**config.mk**
```make
export PLATFORM = sky130hd
export DESIGN_NAME = alu_sequencer_6_bit
export DESIGN_NICKNAME = d
export VERILOG_FILES = /design/src/rtl/alu_seq_pkg.sv /design/src/rtl/reg_file_4x6.sv /design/src/rtl/alu_sequencer_6_bit.sv
export SDC_FILE = /design/constraint.sdc
export NUM_CORES = 1
export LEC_CHECK = 0
export ABC_AREA = 1
export CAP_MARGIN = 20
export CELL_PAD_IN_SITES_DETAIL_PLACEMENT = 0
export CELL_PAD_IN_SITES_GLOBAL_PLACEMENT = 1
export CORE_UTILIZATION = 42
export CTS_BUF_LIST = sky130_fd_sc_hd__clkbuf_4 sky130_fd_sc_hd__clkbuf_8
export CTS_CLUSTER_DIAMETER = 80
export DETAILED_ROUTE_END_ITERATION = 16
export GPL_TIMING_DRIVEN = 0
export PLACE_DENSITY = 0.94
export SYNTH_ARGS = -nofsm -noshare
export SYNTH_HDL_FRONTEND = slang
export SYNTH_SLANG_ARGS = --single-unit
```
**constraint.sdc**
```tcl
create_clock -name clk -period 3 [get_ports clk]
set_input_delay 0.3 -clock clk [delete_from_list [all_inputs] [get_ports clk]]
set_output_delay 0.3 -clock clk [all_outputs]
set_load 0.02 [all_outputs]
```
**src/rtl/alu_seq_pkg.sv**
```systemverilog
// Shared constants for the 6-bit ALU sequencer: opcodes, FSM encodings, IR field slices.
package alu_seq_pkg;

  localparam int WIDTH = 6;
  localparam int NREG  = 4;

  localparam logic [1:0] OP_OR  = 2'b00;
  localparam logic [1:0] OP_ADD = 2'b01;
  localparam logic [1:0] OP_ROL = 2'b10;
  localparam logic [1:0] OP_LDI = 2'b11;

  localparam logic [1:0] ST_IDLE = 2'd0;
  localparam logic [1:0] ST_EXEC = 2'd1;
  localparam logic [1:0] ST_IMM  = 2'd2;
  localparam logic [1:0] ST_WB   = 2'd3;

  localparam int IR_OP_LO = 4;
  localparam int IR_RD_LO = 2;
  localparam int IR_RS_LO = 0;

  function automatic logic [1:0] ir_op(input logic [WIDTH-1:0] ir);
    return ir[IR_OP_LO +: 2];
  endfunction

  function automatic logic [1:0] ir_rd(input logic [WIDTH-1:0] ir);
    return ir[IR_RD_LO +: 2];
  endfunction

  function automatic logic [1:0] ir_rs(input logic [WIDTH-1:0] ir);
    return ir[IR_RS_LO +: 2];
  endfunction

endpackage

```
**src/rtl/reg_file_4x6.sv**
```systemverilog
// Architectural register file: two combinational read ports, a debug read port,
// one synchronous write port, synchronous clear to zero.
module reg_file_4x6 import alu_seq_pkg::*; (
  input  logic             clk,
  input  logic             rst,
  input  logic             we,
  input  logic [1:0]       waddr,
  input  logic [WIDTH-1:0] wdata,
  input  logic [1:0]       raddr_a,
  input  logic [1:0]       raddr_b,
  output logic [WIDTH-1:0] rdata_a,
  output logic [WIDTH-1:0] rdata_b,
  input  logic [1:0]       dbg_sel,
  output logic [WIDTH-1:0] dbg_data
);

  logic [WIDTH-1:0] regs [NREG];

  // Reset has priority so an in-flight write is dropped when rst lands on the write edge.
  always_ff @(posedge clk) begin
    if (rst) begin
      for (int i = 0; i < NREG; i++) regs[i] <= '0;
    end else if (we) begin
      regs[waddr] <= wdata;
    end
  end

  assign rdata_a  = regs[raddr_a];
  assign rdata_b  = regs[raddr_b];
  assign dbg_data = regs[dbg_sel];

endmodule

```
**src/rtl/alu_sequencer_6_bit.sv**
```systemverilog
// Multi-cycle execute controller in front of the combinational 6-bit ALU; owns the
// register file, the instruction register and the {CF,SF,ZF} flag register.
//
//  state | meaning
//  IDLE  | ready for an instruction word, latch it into IR on accept
//  EXEC  | drive ALU from IR/register file, write result and flags at closing edge
//  IMM   | ready for the LDI immediate word, write it to R[rd] on accept
//  WB    | retire: one-cycle done pulse
module alu_sequencer_6_bit import alu_seq_pkg::*; (
  input  logic       clk,
  input  logic       rst,
  input  logic [5:0] instr,
  input  logic       instr_valid,
  output logic       instr_ready,
  output logic [5:0] alu_a,
  output logic [5:0] alu_b,
  output logic [1:0] alu_op,
  output logic       alu_cf_prev,
  input  logic [5:0] alu_r,
  input  logic       alu_cf,
  input  logic       alu_sf,
  input  logic       alu_zf,
  output logic       done,
  output logic [2:0] flags,
  input  logic [1:0] dbg_sel,
  output logic [5:0] dbg_data
);

  logic [1:0]       state;
  logic [WIDTH-1:0] ir;
  logic [2:0]       flag_q;
  logic [WIDTH-1:0] rdata_a;
  logic [WIDTH-1:0] rdata_b;
  logic [WIDTH-1:0] wdata;
  logic             in_exec;
  logic             accept;
  logic             we;

  assign in_exec     = (state == ST_EXEC);
  assign instr_ready = !rst && ((state == ST_IDLE) || (state == ST_IMM));
  assign accept      = instr_valid && instr_ready;
  assign we          = in_exec || ((state == ST_IMM) && accept);
  assign wdata       = in_exec ? alu_r : instr;

  assign alu_a       = in_exec ? rdata_a : '0;
  assign alu_b       = in_exec ? rdata_b : '0;
  assign alu_op      = in_exec ? ir_op(ir) : 2'b00;
  assign alu_cf_prev = in_exec && flag_q[2];
  assign done        = (state == ST_WB);
  assign flags       = flag_q;

  reg_file_4x6 u_rf (
    .clk      (clk),
    .rst      (rst),
    .we       (we),
    .waddr    (ir_rd(ir)),
    .wdata    (wdata),
    .raddr_a  (ir_rd(ir)),
    .raddr_b  (ir_rs(ir)),
    .rdata_a  (rdata_a),
    .rdata_b  (rdata_b),
    .dbg_sel  (dbg_sel),
    .dbg_data (dbg_data)
  );

  always_ff @(posedge clk) begin
    if (rst) begin
      state  <= ST_IDLE;
      ir     <= '0;
      flag_q <= '0;
    end else begin
      case (state)
        ST_IDLE: begin
          if (accept) begin
            ir    <= instr;
            state <= (ir_op(instr) == OP_LDI) ? ST_IMM : ST_EXEC;
          end
        end
        ST_EXEC: begin
          flag_q <= {alu_cf, alu_sf, alu_zf};
          state  <= ST_WB;
        end
        ST_IMM: begin
          if (accept) state <= ST_WB;
        end
        default: state <= ST_IDLE;
      endcase
    end
  end

endmodule

```
==> flow_summary_export.csv, run 1 <==
group,metric,value,unit
clock_tree,cts_made_buffers,5,
die,start_util,0.446,
sta,hold_viol_final,0,
routing,wl,5350,um
die,dieArea,5440,um2
logic_synthesis,yosys_warnings,0,
final_layout,multi_input_area,966,um2
power_and_ir_drop,finalPower,1.96,mW
setup_path,critPathSlowestCell,"clkdlybuf4s50_1",
setup_path,worstSetupPathType,"register to output pin",
final_layout,register_area,1020,um2
sta,holdWs,229,ps
sta,fmax,376,MHz
power_and_ir_drop,switching_share,0.399,
routing,vias,1974,
sta,fin_skew,7.28,ps
setup_path,required,2700,ps
power_and_ir_drop,seq_power_share,0.376,
logic_synthesis,synth_area,2160,um2
logic_synthesis,yosysTopAreaCell,"edfxtp_1",
grt,grt_start_max_net_pins,13,
setup_path,end_kind,"output pin",
setup_path,crit_buf_inv,4,
clock_tree,cts_root_buf,"clkbuf_8",
power_and_ir_drop,combPwrFrac,0.451,
setup_path,max_stage_delay,560,ps
setup_path,cp_max_fo,10,
power_and_ir_drop,power_frac_clock,0.173,
grt,grt_pass1_wl,8510,um
setup_path,crit_family,"buffers and inverters",
clock_tree,cts_resized,0,
logic_synthesis,ys_top_cells_by_area,"edfxtp_1 33%, dfxtp_1 14%, a21oi_1 11%",
setup_path,path_cells,"inv_1, ha_1, inv_1, clkbuf_1, a21oi_1, clkdlybuf4s50_1",
sta,setup_violations,0,
grt,grt_pass1_vias,1798,
logic_synthesis,async_reset_ff_frac,0,
placement,dpl.cell_count,369,
die,num_rows,25,
power_and_ir_drop,p_int,1.18,mW
routing,route.detailed.drc,0,
clock_tree,clkSinkCount,39,
grt,grt_overflow,0,
power_and_ir_drop,leakagePower,1.05,nW
routing,drt_iter0_drc,153,
clock_tree,cts_hold_buf,0,
final_layout,final_cells,377,
routing,ant_nets,0,
final_layout,drive_above_1_share,0.0774,
routing,firstDrtPassIters,4,
logic_synthesis,synth_edf_count,24,
setup_path,crit_top_cell,"inv_1",
clock_tree,path_clk_slew,70,ps
sta,worst_slack,342,ps
power_and_ir_drop,powerDensity,706,nW/um2
run_status,status,"finished, final reports clean",
clock_tree,cts_setup_buffers,0,
power_and_ir_drop,p_sw,781,uW
final_layout,nets,333,
sta,fin_crit_sh,0.886,
sta,worst_slew_pin_slew,511,ps
sta,period_minus_slack,2660,ps
flow_run,drv_cap,0,
logic_synthesis,yosysMostFrequentCell,"a21oi_1",
setup_path,setup.worst_path.start_class,"register",
placement,portBuffers,44,
power_and_ir_drop,ir_drop,0.424,mV
sta,max_slew_margin,0.660,
placement,dp_hpwl,4110,um
final_layout,diodes,0,
sta,report.final.slew_viol_count,0,
logic_synthesis,yosys-top-cells-count,"49 x a21oi_1, 36 x nand2_1, 32 x nor2_1, 28 x inv_1, 26 x o21ai_0",
grt,grt_usage,0.211,
setup_path,crit_arrival,2360,ps
logic_synthesis,ys_seq_area_frac,0.472,
min_path,hold_path_class,"primary input to register",
placement,post-place-ws,488,ps
logic_synthesis,avgSynthCellArea,8.39,um2
placement,gpl.final_weighted_congestion,0.792,
grt,antenna_found_initial,0,
sta,fin_setup_tns,0,ps
die,die_x,73.8,um
logic_synthesis,synth_flop_cell,"edfxtp_1",
clock_tree,clock_latency,290,ps
die,coreArea,4850,um2
clock_tree,htree_levels,2,
logic_synthesis,synth-seq-cells,39,
logic_synthesis,syn_inst,258,
routing,wl_per_cell,14.2,um
sta,rsz0062_at_grt,"no",
clock_tree,clockBufferDepth,2,
final_layout,fill_cells,450,
logic_synthesis,syn_nets,282,
routing,viasPerCell,5.24,
final_layout,area_delta_synth_final,28.2,%
die,io_pins,46,
logic_synthesis,synth_top_cell_area_share,0.333,
clock_tree,cts_tree,"done",
die,fp.dieH,73.8,um
logic_synthesis,synthDistinctLibCells,23,
area by class of cell:
class,count,share of cell area
clock inverter,2,0.00316
timing repair buffer,44,0.159
multi-input combinational,177,0.348
clock buffer,6,0.0275
tap,67,0.0302
buffer,12,0.0212
sequential,39,0.368
inverter,30,0.0429
path summary, 6_finish.rpt:
check,start,end,slack [ps],cells past startpoint
setup / recovery,state[1],alu_b[1],340,6
hold reg to reg,ir[4],ir[4],470,2
setup reg to reg,state[0],u_rf.regs[2][4],1110,8
hold / removal,rst,ir[5],230,2
routing by layer:
layer / GRT usage / wire, um
met4: 0.0897 / 99
met1: 0.268 / 2400
met2: 0.356 / 2570
met3: 0.0343 / 278
met5: 0 / 0
through the flow:
step / area [um2] / util
2_1_floorplan: 2160 / -
3_3_place_gp: 2690 / 0.555
5_1_grt: 2770 / 0.572
6_report: 2770 / 0.572
4_1_cts: 2770 / 0.572
3_5_place_dp: 2690 / 0.555
cells by family (layout without fill, tap and decap cells):
group | after synthesis | after routing | share of synthesized area
compound gates | 89 | 89 | 0.221
simple gates | 78 | 78 | 0.174
buf+inv | 42 | 94 | 0.0821
flops | 39 | 39 | 0.472
mux | 6 | 6 | 0.0277
fa+ha+maj | 4 | 4 | 0.0231
power by group through the flow:
| stage | clock, mW | sequential (mW) | combinational, mW |
|---|---|---|---|
| 2_1_floorplan | 0 | 0.744 | 0.555 |
| 3_3_place_gp | 0 | 0.744 | 0.862 |
| 3_5_place_dp | 0 | 0.746 | 0.877 |
| 4_1_cts | 0.346 | 0.735 | 0.881 |
| 5_1_grt | 0.367 | 0.746 | 0.970 |
| 6_report | 0.340 | 0.737 | 0.883 |
placed cells by master (no fill, tap or decap), types with 3 or more instances in the layout:
| master | count |
|---|---|
| buf_2 | 5 |
| clkdlybuf4s50_1 | 44 |
| a21oi_1 | 49 |
| o211ai_1 | 13 |
| inv_1 | 28 |
| clkbuf_8 | 5 |
| clkbuf_1 | 6 |
| nor2_1 | 32 |
| ha_1 | 4 |
| nand2_1 | 36 |
| edfxtp_1 | 24 |
| dfxtp_1 | 15 |
| o21ai_0 | 26 |
| mux2i_1 | 6 |
| nand4_4 | 3 |
No activity file was read; power rests on OpenSTA's default activity.
==> run 2, diff against run 1 <==
--- a/config.mk
+++ b/config.mk
@@ -15,6 +15,7 @@
 export DETAILED_ROUTE_END_ITERATION = 16
 export GPL_TIMING_DRIVEN = 0
 export PLACE_DENSITY = 0.94
+export SLEW_MARGIN = 20
 export SYNTH_ARGS = -nofsm -noshare
 export SYNTH_HDL_FRONTEND = slang
 export SYNTH_SLANG_ARGS = --single-unit
==> results of run 2 <==
The final DEF is identical to that of run 1; final timing and power are the same.
